==> src/rtl/seg_pkg.sv <==
// Shared definitions for the seven-segment scan controller: segment
// patterns, the blanked-digit pattern, converter state encoding and the
// digit-index width helper.
package seg_pkg;

  // All segments dark (segments are active-low).
  localparam logic [6:0] SEG_OFF = 7'b1111111;

  // Entry n is the active-low pattern for nibble n, bit6 (middle) .. bit0 (top).
  localparam logic [15:0][6:0] SEG_ENC = {
    7'b0001110,  // F
    7'b0000110,  // E
    7'b0100001,  // d
    7'b1000110,  // C
    7'b0000011,  // b
    7'b0001000,  // A
    7'b0010000,  // 9
    7'b0000000,  // 8
    7'b1111000,  // 7
    7'b0000010,  // 6
    7'b0010010,  // 5
    7'b0011001,  // 4
    7'b0110000,  // 3
    7'b0100100,  // 2
    7'b1111001,  // 1
    7'b1000000   // 0
  };

  typedef enum logic {
    CONV_IDLE = 1'b0,
    CONV_RUN  = 1'b1
  } conv_state_e;

  // Width of a digit index; a single-digit display still needs one bit.
  function automatic int unsigned idx_w(input int unsigned n);
    return (n <= 1) ? 1 : $clog2(n);
  endfunction

endpackage

==> src/rtl/bin2bcd_seq.sv <==
// Sequential shift-add-3 binary to BCD converter. One input bit per cycle,
// MSB first. 'done' and 'result'/'overflow' describe the final shift edge
// so the consumer can capture the result on that same edge.
module bin2bcd_seq
  import seg_pkg::*;
#(
  parameter int BIN_W = 16,
  parameter int NDIG  = 4
) (
  input  logic                clk,
  input  logic                rst_n,
  input  logic                start,
  input  logic [BIN_W-1:0]    bin,
  output logic                busy,
  output logic                done,
  output logic [4*NDIG-1:0]   result,
  output logic                overflow
);

  localparam int BCD_W = 4 * NDIG;
  localparam int CNT_W = $clog2(BIN_W + 1);

  conv_state_e        state_q;
  conv_state_e        state_d;
  logic [BIN_W-1:0]   shift_q;
  logic [BCD_W-1:0]   bcd_q;
  logic               ovf_q;
  logic [CNT_W-1:0]   cnt_q;

  logic [BCD_W-1:0]   bcd_adj;
  logic [BCD_W-1:0]   bcd_next;
  logic               carry_out;
  logic               last_shift;

  assign last_shift = (cnt_q == CNT_W'(BIN_W - 1));

  // Add 3 to every nibble >= 5, then shift left bringing in the next input bit.
  always_comb begin
    // NOTE: every variable gets a default before any conditional write so
    // no path leaves it unassigned, which would infer a latch.
    bcd_adj = bcd_q;
    for (int i = 0; i < NDIG; i++) begin
      if (bcd_q[4*i +: 4] >= 4'd5) begin
        bcd_adj[4*i +: 4] = bcd_q[4*i +: 4] + 4'd3;
      end
    end
    {carry_out, bcd_next} = {bcd_adj, shift_q[BIN_W-1]};
  end

  // State register.
  always_ff @(posedge clk or negedge rst_n) begin
    // NOTE: state registers use non-blocking assignment so every flop in the
    // design samples pre-edge values regardless of block evaluation order.
    if (!rst_n) begin
      state_q <= CONV_IDLE;
    end else begin
      state_q <= state_d;
    end
  end

  // Next-state: idle until started, run until the last input bit is shifted.
  always_comb begin
    state_d = state_q;
    case (state_q)
      CONV_IDLE: if (start)      state_d = CONV_RUN;
      CONV_RUN:  if (last_shift) state_d = CONV_IDLE;
      default:                   state_d = CONV_IDLE;
    endcase
  end

  // Outputs: result and overflow reflect the value committed on this edge.
  always_comb begin
    busy     = (state_q == CONV_RUN);
    done     = busy && last_shift;
    result   = bcd_next;
    overflow = ovf_q | carry_out;
  end

  // Datapath: load operand on start, shift once per running cycle.
  always_ff @(posedge clk or negedge rst_n) begin
    if (!rst_n) begin
      shift_q <= '0;
      bcd_q   <= '0;
      ovf_q   <= 1'b0;
      cnt_q   <= '0;
    end else if (state_q == CONV_IDLE) begin
      if (start) begin
        shift_q <= bin;
        bcd_q   <= '0;
        ovf_q   <= 1'b0;
        cnt_q   <= '0;
      end
    end else begin
      shift_q <= shift_q << 1;
      bcd_q   <= bcd_next;
      ovf_q   <= ovf_q | carry_out;
      cnt_q   <= cnt_q + 1'b1;
    end
  end

endmodule

==> src/rtl/seg_scan_ctrl.sv <==
// Multiplexed seven-segment display controller with hex or decimal display.
// Optional feature macro: SEG_LEADING_ZERO_BLANK_EN -- when defined, digits
// above the most significant non-zero digit are blanked (digit 0 never is).
module seg_scan_ctrl
  import seg_pkg::*;
#(
  parameter int NDIG        = 4,
  parameter int BIN_W       = 16,
  parameter int REFRESH_BIT = 16
) (
  input  logic              clk,
  input  logic              rst_n,
  input  logic [BIN_W-1:0]  value_in,
  input  logic              load,
  input  logic              bcd_en,
  input  logic              disp_en,
  output logic              busy,
  output logic [6:0]        seg,
  output logic [NDIG-1:0]   an
);

  localparam int DW     = idx_w(NDIG);
  localparam int DISP_W = 4 * NDIG;
  localparam int HEX_W  = (BIN_W < DISP_W) ? BIN_W : DISP_W;

  logic                    accept;
  logic                    conv_start;
  logic                    conv_done;
  logic [DISP_W-1:0]       conv_result;
  logic                    conv_ovf;

  logic [DISP_W-1:0]       hex_val;
  logic [DISP_W-1:0]       all_nines;
  logic [DISP_W-1:0]       disp_q;
  logic [REFRESH_BIT-1:0]  pre_q;
  logic [DW-1:0]           digit_idx;
  logic [3:0]              nib;
  logic                    lead_blank;

  // Loads arriving mid-conversion are dropped, never queued.
  assign accept     = load & ~busy;
  assign conv_start = accept & bcd_en;

  bin2bcd_seq #(
    .BIN_W (BIN_W),
    .NDIG  (NDIG)
  ) u_conv (
    .clk      (clk),
    .rst_n    (rst_n),
    .start    (conv_start),
    .bin      (value_in),
    .busy     (busy),
    .done     (conv_done),
    .result   (conv_result),
    .overflow (conv_ovf)
  );

  // Hex view of the input (truncated or zero-extended) and the overflow pattern.
  always_comb begin
    hex_val = '0;
    hex_val[HEX_W-1:0] = value_in[HEX_W-1:0];
    for (int i = 0; i < NDIG; i++) begin
      all_nines[4*i +: 4] = 4'h9;
    end
  end

  // Display register: only complete values are written, so a running
  // conversion never shows partial digits.
  always_ff @(posedge clk or negedge rst_n) begin
    if (!rst_n) begin
      disp_q <= '0;
    end else if (accept && !bcd_en) begin
      disp_q <= hex_val;
    end else if (conv_done) begin
      disp_q <= conv_ovf ? all_nines : conv_result;
    end
  end

  // Free-running prescaler; each wrap moves the scan to the next digit.
  always_ff @(posedge clk or negedge rst_n) begin
    if (!rst_n) begin
      pre_q     <= '0;
      digit_idx <= '0;
    end else begin
      pre_q <= pre_q + 1'b1;
      if (&pre_q) begin
        digit_idx <= (digit_idx == DW'(NDIG - 1)) ? '0 : digit_idx + 1'b1;
      end
    end
  end

  // Select the nibble of the digit being scanned and decide on blanking.
  always_comb begin
    nib = 4'h0;
    for (int i = 0; i < NDIG; i++) begin
      if (digit_idx == DW'(i)) nib = disp_q[4*i +: 4];
    end
`ifdef SEG_LEADING_ZERO_BLANK_EN
    begin : g_msd
      logic [DW-1:0] msd;
      msd = '0;
      for (int i = 0; i < NDIG; i++) begin
        if (disp_q[4*i +: 4] != 4'h0) msd = DW'(i);
      end
      lead_blank = (digit_idx > msd);
    end
`else
    lead_blank = 1'b0;
`endif
  end

  // Drive anodes and segments; rst_n gates them directly so the display is
  // dark for the whole reset interval, not only after the first edge.
  always_comb begin
    if (!rst_n || !disp_en) begin
      an  = '1;
      seg = SEG_OFF;
    end else begin
      an  = ~(NDIG'(1) << digit_idx);
      seg = lead_blank ? SEG_OFF : SEG_ENC[nib];
    end
  end

endmodule

==> config.mk <==
export PLATFORM = sky130hd
export DESIGN_NAME = seg_scan_ctrl
export DESIGN_NICKNAME = d
export VERILOG_FILES = /design/src/rtl/seg_pkg.sv /design/src/rtl/bin2bcd_seq.sv /design/src/rtl/seg_scan_ctrl.sv
export SDC_FILE = /design/constraint.sdc
export NUM_CORES = 1
export LEC_CHECK = 0
export CAP_MARGIN = 25
export CORE_MARGIN = 1.5
export CORE_UTILIZATION = 50
export CTS_CLUSTER_SIZE = 8
export DETAILED_ROUTE_END_ITERATION = 10
export GPL_TIMING_DRIVEN = 0
export PLACE_DENSITY = 0.71
export RECOVER_POWER = 25
export SETUP_SLACK_MARGIN = 0.05
export SYNTH_ARGS = -nofsm -noshare
export SYNTH_HDL_FRONTEND = slang
export SYNTH_HIERARCHICAL = 1
export SYNTH_SLANG_ARGS = --single-unit
==> constraint.sdc <==
create_clock -name clk -period 4.5 [get_ports clk]
set_clock_uncertainty 0.05 [all_clocks]
set_input_delay 0.9 -clock clk [delete_from_list [all_inputs] [get_ports clk]]
set_output_delay 0.9 -clock clk [all_outputs]
set_load 0.01 [all_outputs]
==> results.txt, run 1 <==
Total setup buffers inserted after CTS: 0. Among all flip-flop cells after synthesis, the most frequent one is sky130_fd_sc_hd__dfrtp_1. STA classifies the critical path startpoint as a flip-flop. The biggest area contributor in the post-synthesis netlist is sky130_fd_sc_hd__dfrtp_1.

Global routing consumed, over all layers together, 23.46% of the routing resources. The power per unit of standard cell area was 595.7 mW/mm²; the post-synthesis xor/xnor area fraction was 3.976%. The synthesized netlist devotes 5.964% of its cell area to adder and majority cells. The logs give 0 ns for the aggregate negative setup slack and 0 for the number of nets still failing antenna checks after routing. Number of flops mapped to enable cells by yosys: 0.

In this run the tightest slew margin relative to its limit is -79.98%. The run finished, with violations left. The final reports fail on max-capacitance violations, max-slew violations. The part of the total power dissipated in sequential elements is 33.6%, and the area fraction in and, or, nand and nor cells after synthesis is 19.99%. The number of buffers inserted by port buffering works out to 32. STA puts the critical path data arrival time at 3.25 ns. After detailed routing, the number of vias per cell comes to 5.755. Number of antenna violations at the first check in global routing: 0. The mapped netlist covers 0.004405 mm². The total number of H-tree levels was 3. The average footprint of a synthesized cell is 9.178 µm², and the x dimension of the die is 96.87 µm.

Summing the areas of all compound-gate instances in the mapped netlist gives 17.13% of the synthesized area. For the pin with the worst max-slew slack, the measured transition is 2.700 ns. The run gives 48.4% as the combinational share of power.

The clock transition at the register clock pins on the worst setup and hold paths after CTS works out to 0.08 ns. The worst path uses 93.36% of the clock period. Top achievable clock speed: 0.2380 GHz. The initial utilization of the core area, before any placement, comes to 51.01%.

The leakage power summed over all cells was 2.146 nW. The sequential fraction of the synthesis area was 41.47%. By area the synthesized netlist is led by sky130_fd_sc_hd__dfrtp_1 (41%), sky130_fd_sc_hd__nand2_1 (6.3%), sky130_fd_sc_hd__o21ai_0 (6.2%). The floorplan step defined a die boundary enclosing 0.009383 mm². The number of hold-repair buffers added at the cts stage is 0, and the height of the die is 96.87 µm.

The tree is rooted in a sky130_fd_sc_hd__clkbuf_8. For the distinct cell type count after synthesis, the log shows 55. The logs give 0 for the final setup violation count and 5 for the iteration count of the initial detailed-routing pass.

After synthesis, the largest family of logic cells by area is simple AND/OR/NAND/NOR gates. The top cell type by area accounts for 41.47% of the synthesized area. The design draws 3.028 mW.

The tools report the post-synthesis instance total as 480. The path category of the worst min-delay check is input port to async pin. The run gives 3,665 as the via count of the first global-routing pass.

The utilization after layout was 58.85%. The number of nets handed over by synthesis was 522. For this run, the post-layout net count is 566. Capturing element type of the critical path: a primary output. The run gives 51 as the final-report max-slew violation count. The required time at the endpoint of the critical path was 3.55 ns; the minimum clock period was 4.201 ns. Counting flops and latches in the post-synthesis netlist gives 73. Antenna diode instance count: 0. The run gives 0.008636 mm² as the core region area.

The worst-case IR drop observed on VDD is 0.0003062 V. After routing the design area is 0.005082 mm². The site row count is 34.

After global routing the overflow that remains totals 0. Clock latency on the worst-skew pair, taken at its later pin, is 0.36 ns. Setup slack closes at 0.2988 ns. The Yosys step of the flow raised 6 warnings. The tools report the I/O pin total as 33.

The first routing iteration left 165 violations. The largest net degree at the start of global routing was 51; the post-detailed-placement cell area was 0.004886 mm². For the number of design rule violations left after detail routing, the log shows 0.

Setup repair after global routing left no endpoint under its margin. The clock net in this run drives a total of 73 sinks. Cells with a size suffix above 1 make up 10.40% of the layout.

The max-capacitance violation count came out at 1. The wire length of the first global-routing pass is 17.76 mm. The final layout contains routed wiring with a total length of 10.39 mm. The post-synthesis mux area share works out to 6.135%. Dividing the detail-routed wire length by the instance count gives 16.31 µm. The switching power share of the total was 41.79%. For the number of buffers inserted during clock tree synthesis, the log shows 9. The net switching power was 1.265 mW. Across all layers, the routed design uses 3,666 vias. The part of the power in the clock network is 18.0%, and the fraction of synthesis flops using an asynchronous set or reset pin is 100.0%. Compared with the post-synthesis result, the final layout area differs by 15.36%. The critical path is of the flip-flop to primary output type. In this run the deepest clock path goes through 2 buffers. TritonCTS built the clock tree. For the HPWL after detailed placement, the log shows 7.674 mm. The logs give 0 for the final hold violation count and 0.5805 ns for the minimum setup slack after placement. The internal power of the cells totals 1.763 mW. The congestion estimate from routability-driven global placement came to 0.8737. The worst-path maximum fanout is 8.
-- metal layers --
| metal | global-route usage [%] | part of all wire, % | vias up |
|---|---|---|---|
| met2 | 38.35 | 48 | 100 |
| met1 | 30.93 | 45 | 1779 |
| met3 | 5.058 | 4.7 | 16 |
| li1 | - | - | 1771 |
| met4 | 8.027 | 2.1 | 0 |
| met5 | 0 | 0 | - |
-- sequential cells by signal, indices dropped and copies added (netlist names) --
register        cells
u_conv/shift_q     16
u_conv/ovf_q        1
digit_idx           2
pre_q              16
disp_q             16
u_conv/cnt_q        5
u_conv/busy         1
u_conv/bcd_q       16
-- worst max-delay path, stage by stage (launching register included) --
cell and delay, ns:
sky130_fd_sc_hd__dfrtp_1 0.40, sky130_fd_sc_hd__ha_1 0.32, sky130_fd_sc_hd__nand2b_1 0.20, sky130_fd_sc_hd__o22ai_1 0.11, sky130_fd_sc_hd__a31oi_2 0.31, sky130_fd_sc_hd__inv_1 0.16, sky130_fd_sc_hd__ha_1 0.33, sky130_fd_sc_hd__nor2_1 0.05
sky130_fd_sc_hd__a2111oi_0 0.43, sky130_fd_sc_hd__a41oi_1 0.09, sky130_fd_sc_hd__clkdlybuf4s50_1 0.52
-- cells by family after synthesis --
logic type,after synthesis
buffers and inverters,50
adders and majority gates,21
muxes,27
DFF,73
and+or+nand+nor,177
AOI/OAI and AO/OA,112
xor gates and xnor gates,20
-- what timing repair did --
item,in CTS,in global routing
hold endpoints to repair,0,0
setup endpoints to repair,0,2
resized for setup,0,3
-- final cells by class --
type	count	area (µm²)
inverter	19	71.32
sequential	73	1827
clock buffer	9	123.9
fill	761	3553
buffer	31	163.9
multi-input combinational	357	2359
clock inverter	7	81.33
tap	108	135.1
timing repair buffer	33	321.6
-- power groups by stage --
stage / registers, mW / logic [mW] / clock network [mW]
final: 1.02 / 1.46 / 0.546
after global routing: 1.04 / 1.65 / 0.588
after CTS: 1.01 / 1.46 / 0.558
after detailed placement: 1.02 / 1.45 / 0
after global placement: 1.02 / 1.41 / 0
after floorplan: 0.989 / 1.09 / 0
-- worst paths after layout --
check	from	to	slack [ns]	cells after the start
max	digit_idx[0]	seg[3]	0.30	10
min	rst_n	u_conv/bcd_q[13]	0.38	1
max reg2reg	u_conv/cnt_q[0]	disp_q[0]	1.98	9
min reg2reg	pre_q[15]	pre_q[15]	0.43	1
max in group asynchronous	rst_n	u_conv/bcd_q[0]	1.17	2
min in group clk	pre_q[15]	pre_q[15]	0.43	1
-- cells in the final DEF (no fill, tap or decap), drive strengths merged, types with 3 or more instances in the layout --
cell,instances
a2111o,5
a211oi,3
a21o,7
a21oi,7
a311o,4
and2,4
and3,8
buf,22
clkbuf,20
clkdlybuf4s50,31
dfrtp,73
ha,21
inv,23
mux2i,27
nand2,74
nand2b,11
nand3,20
nand3b,4
nand4,7
nor2,18
nor2b,15
nor3,7
nor3b,4
nor4,3
o21ai,59
o22ai,4
o31ai,4
xnor2,15
xor2,5
-- synth_stat cells, drive strengths merged (2+ instances only) --
cell type / number
a21oi: 7
nand2b: 11
nand4: 7
nor2: 18
o21ai: 59
mux2i: 27
xnor2: 15
nand3: 20
o211ai: 2
a311o: 4
clkbuf: 10
a32oi: 2
nand2: 74
ha: 21
nor4: 3
xor2: 5
and2: 4
a21o: 7
inv: 19
o221ai: 2
buf: 21
nor3b: 4
a311oi: 2
o22ai: 4
o32a: 2
nor3: 7
a2111o: 5
nor2b: 15
o31ai: 4
and3: 8
nand3b: 4
a211oi: 3
dfrtp: 73
-- stage by stage --
| stage | cells | hold slack, ns |
|---|---|---|
| after floorplan | 480 | 0.3880 |
| after global placement | 620 | 0.4064 |
| after detailed placement | 621 | 0.4179 |
| after CTS | 637 | 0.4055 |
| after global routing | 637 | 0.4020 |
| final | 637 | 0.3840 |
Power figures use the tool's default switching activity.
==> run 2, diff against run 1 <==
--- a/config.mk
+++ b/config.mk
@@ -11,6 +11,7 @@
 export CTS_CLUSTER_SIZE = 8
 export DETAILED_ROUTE_END_ITERATION = 10
 export GPL_TIMING_DRIVEN = 0
+export HOLD_SLACK_MARGIN = 0.15
 export PLACE_DENSITY = 0.71
 export RECOVER_POWER = 25
 export SETUP_SLACK_MARGIN = 0.05
==> constraint.sdc (replaced) <==
create_clock -name clk -period 4.2 [get_ports clk]
set_clock_uncertainty 0.05 [all_clocks]
set_input_delay 0.84 -clock clk [delete_from_list [all_inputs] [get_ports clk]]
set_output_delay 0.84 -clock clk [all_outputs]
set_load 0.01 [all_outputs]
==> run 2 against run 1 <==
  * The run still ends with max-capacitance violations, max-slew violations left
  * Combinational power up 8%
  * Critical path depth unchanged
  * Clock power up 7.7%
  * Largest power group unchanged
==> results.txt, run 2 (same netlist as run 1, synthesis figures left out) <==
The iteration count of the initial detailed-routing pass is 4 (-1), and the count of non-filler cells in the finished layout is 638 (+0.16%). Number of antenna violations at the first check in global routing: 0 (unchanged). The tree is rooted in a sky130_fd_sc_hd__clkbuf_8. The via count of the first global-routing pass was 3,684 (+0.52%). The x dimension of the die was 96.87 µm (unchanged); the HPWL after detailed placement was 7.674 mm (unchanged). The number of inserted filler cells in the final layout was 758 (-0.39%). The run gives 0.008636 mm² (unchanged) as the core region area.

Derived from the worst setup path, the maximum achievable clock frequency is 0.2548 GHz. The worst-case headroom to the max-slew limit was -80.35% (-0.37 points). The cell type group with the largest total delay on the critical path is compound AO/OA/AOI/OAI gates. The arrival time of data at the critical path endpoint came out at 3.03 ns (-0.22 ns). The flow ran to the end, but the final reports show violations. Total congestion overflow: 0 (unchanged). The actual transition at the worst max-transition pin is 2.705 ns (+0.005536 ns). The height of the die works out to 96.87 µm (unchanged). For the number of design rule violations left after detail routing, the log shows 0 (unchanged). The logs give 0.0003292 V (+7.5%) for the worst ir drop on vdd and 2.149 nW (+0.18%) for the leakage power summed over all cells. The wire length of the first global-routing pass was 17.82 mm (+0.35%). The power per unit of standard cell area was 637.9 mW/mm² (+7.1%). The final design area excluding fillers came out at 0.005106 mm² (+0.47%). The delay of the slowest critical-path stage was 0.52 ns (about the same).

The path category of the worst min-delay check is input port to async pin. The required time at the endpoint of the critical path was 3.31 ns (-0.24 ns). The tools report the insertion delay of the later-clocked pin in the worst-skew pair as 0.36 ns (about the same). The run gives 0 (unchanged) as the number of hold-repair buffers added at the cts stage. The number of buffers and inverters on the critical path was 2 (unchanged). The category of the critical setup timing path is flip-flop to primary output. For the final setup violation count, the log shows 0 (unchanged).

The switching power share of the total is 41.80% (about the same), and the part of the total power dissipated in sequential elements is 33.5% (about the same). The site row count was 34 (unchanged); the number of buffers inserted during clock tree synthesis was 9 (unchanged). The run gives 0.004886 mm² (unchanged) as the post-detailed-placement cell area. TritonCTS built the clock tree. The run gives 51 (unchanged) as the final-report max-slew violation count. The mean number of vias per cell came out at 5.693 (-1.1%). The total number of H-tree levels is 3 (unchanged), and the minimum setup slack after placement is 0.3405 ns (-0.2400 ns). The tools report the largest net degree at the start of global routing as 51 (unchanged). The checks that failed: max-capacitance violations, max-slew violations. The run gives 48.5% (about the same) as the combinational share of power.

The net count of the finished layout is 567 (+0.18%). For the maximum number of buffers from clock root to sink, the log shows 2 (unchanged). The final worst-path setup slack came out at 0.2760 ns (-0.02278 ns). Leaving out fill and tap cells, the most frequent cell in the layout is sky130_fd_sc_hd__nand2_1. The tools report the capturing element type of the critical path as a primary output. For the I/O pin total, the log shows 33 (unchanged). Final hold violation count: 0 (unchanged). The worst-path maximum fanout came out at 6 (-2). The total instance count after detailed placement was 621 (unchanged). The share of the clock period used by the worst path after layout came out at 93.43%. Number of nets still failing antenna checks after routing: 0 (unchanged). STA classifies the critical path startpoint as a flip-flop. The worst path in the final design needs a cycle of 3.924 ns, including I/O delays and setup.

The logs give 1.361 mW (+7.6%) for the net switching power and 1 (unchanged) for the max-capacitance violation count. The worst hold slack across all endpoints is 0.3212 ns (-0.06282 ns), and the final wirelength is 10.39 mm (about the same). The tools report the setup slack on the worst flop-to-flop path as 1.70 ns (-0.28 ns). The clock transition at the register clock pins on the worst setup and hold paths after CTS is 0.08 ns (about the same), and the number of cells on the critical path is 10 (unchanged). Traced cell by cell, the critical path runs through inv_1 -> ha_2 -> nand2_1 -> o211ai_1 -> o221ai_2 -> ha_1 -> nor2_1 -> a2111oi_2 -> a41oi_1 -> clkdlybuf4s50_1.

For the total vias in the final route, the log shows 3,632 (-0.93%). Setup repair after global routing left no endpoint under its margin. The share of post-route cells with drive strength above 1 came out at 11.13% (+0.74 points).

The aggregate negative setup slack was 0 ns (unchanged); the antenna diode instance count was 0 (unchanged). The global router's overall resource usage was 23.50% (+0.047 points); the worst reg-to-reg path cell count was 9 (unchanged). The run gives 51.01% (unchanged) as the initial standard-cell utilization of the core.

The design internal power is 1.896 mW (+7.5%), and the wire length per cell is 16.28 µm (-0.19%). The number of buffers inserted by port buffering works out to 32 (unchanged). The run gives 175 (+6.1%) as the number of DRC violations after detailed-routing iteration 0. Cell type of the slowest stage on the worst timing path: sky130_fd_sc_hd__clkdlybuf4s50_1. The overall die area is 0.009383 mm² (unchanged), and the growth of design area from synthesis to finish is 15.90%. The run gives 18.1% (about the same) as the part of the power in the clock network. The routability congestion estimate was 0.8737 (unchanged). In the layout the commonest cells are sky130_fd_sc_hd__nand2_1 (74), sky130_fd_sc_hd__dfrtp_1 (73), sky130_fd_sc_hd__o21ai_0 (55).

The tools report the number of clock sinks as 73 (unchanged).
run 2: layout make-up:
cell class	count	area, µm²	share of cell area, %
multi-input cells	357	2375	46.51
flip-flops and latches	73	1827	35.78
repair buffers	34	329.1	6.445
plain buffers	31	163.9	3.210
well taps	108	135.1	2.646
clock buffers	9	123.9	2.426
clock inverters	7	81.33	1.593
inverters	19	71.32	1.397
run 2: power groups by stage:
stage	Clock, mW	Combinational (mW)	Sequential [mW]
2_1_floorplan	0	1.17	1.06
3_3_place_gp	0	1.51	1.09
3_5_place_dp	0	1.55	1.10
4_1_cts	0.598	1.57	1.09
5_1_grt	0.627	1.78	1.12
6_report	0.588	1.58	1.09
run 2: worst register-to-register path: stages (launching register included):
cell,delay (ns)
sky130_fd_sc_hd__dfrtp_1,0.39
sky130_fd_sc_hd__ha_1,0.21
sky130_fd_sc_hd__and3_1,0.17
sky130_fd_sc_hd__ha_1,0.21
sky130_fd_sc_hd__and2_1,0.14
sky130_fd_sc_hd__clkbuf_1,0.35
sky130_fd_sc_hd__clkbuf_1,0.46
sky130_fd_sc_hd__nand2_1,0.14
sky130_fd_sc_hd__o21ai_0,0.12
sky130_fd_sc_hd__o21ai_0,0.12
run 2: layer usage:
metal	share of wire, %	vias to the layer above	global-route usage (%)	wire length (µm)
met2	49	74	38.62	5062
met3	3.7	16	4.624	387
met5	0	-	0	0
li1	-	1776	-	-
met1	45	1766	30.98	4716
met4	2.1	0	8.361	219
run 2: final timing paths:
kind | to | from
max | seg[3] | digit_idx[0]
min | u_conv/bcd_q[13] | rst_n
max reg2reg | disp_q[0] | u_conv/cnt_q[0]
min reg2reg | pre_q[15] | pre_q[15]
max in group asynchronous | u_conv/bcd_q[0] | rst_n
min in group clk | pre_q[15] | pre_q[15]
run 2: through the flow:
step	total power [mW]	utilization [%]
5_1_grt	3.527	59.13
3_3_place_gp	2.598	56.29
3_5_place_dp	2.649	56.58
6_report	3.257	59.13
2_1_floorplan	2.227	-
4_1_cts	3.251	59.10
run 2: timing repair:
item                                    in CTS  in global routing
endpoints found under the setup margin       1                  5
resized for setup                            2                  6
setup buffers                                0                  1
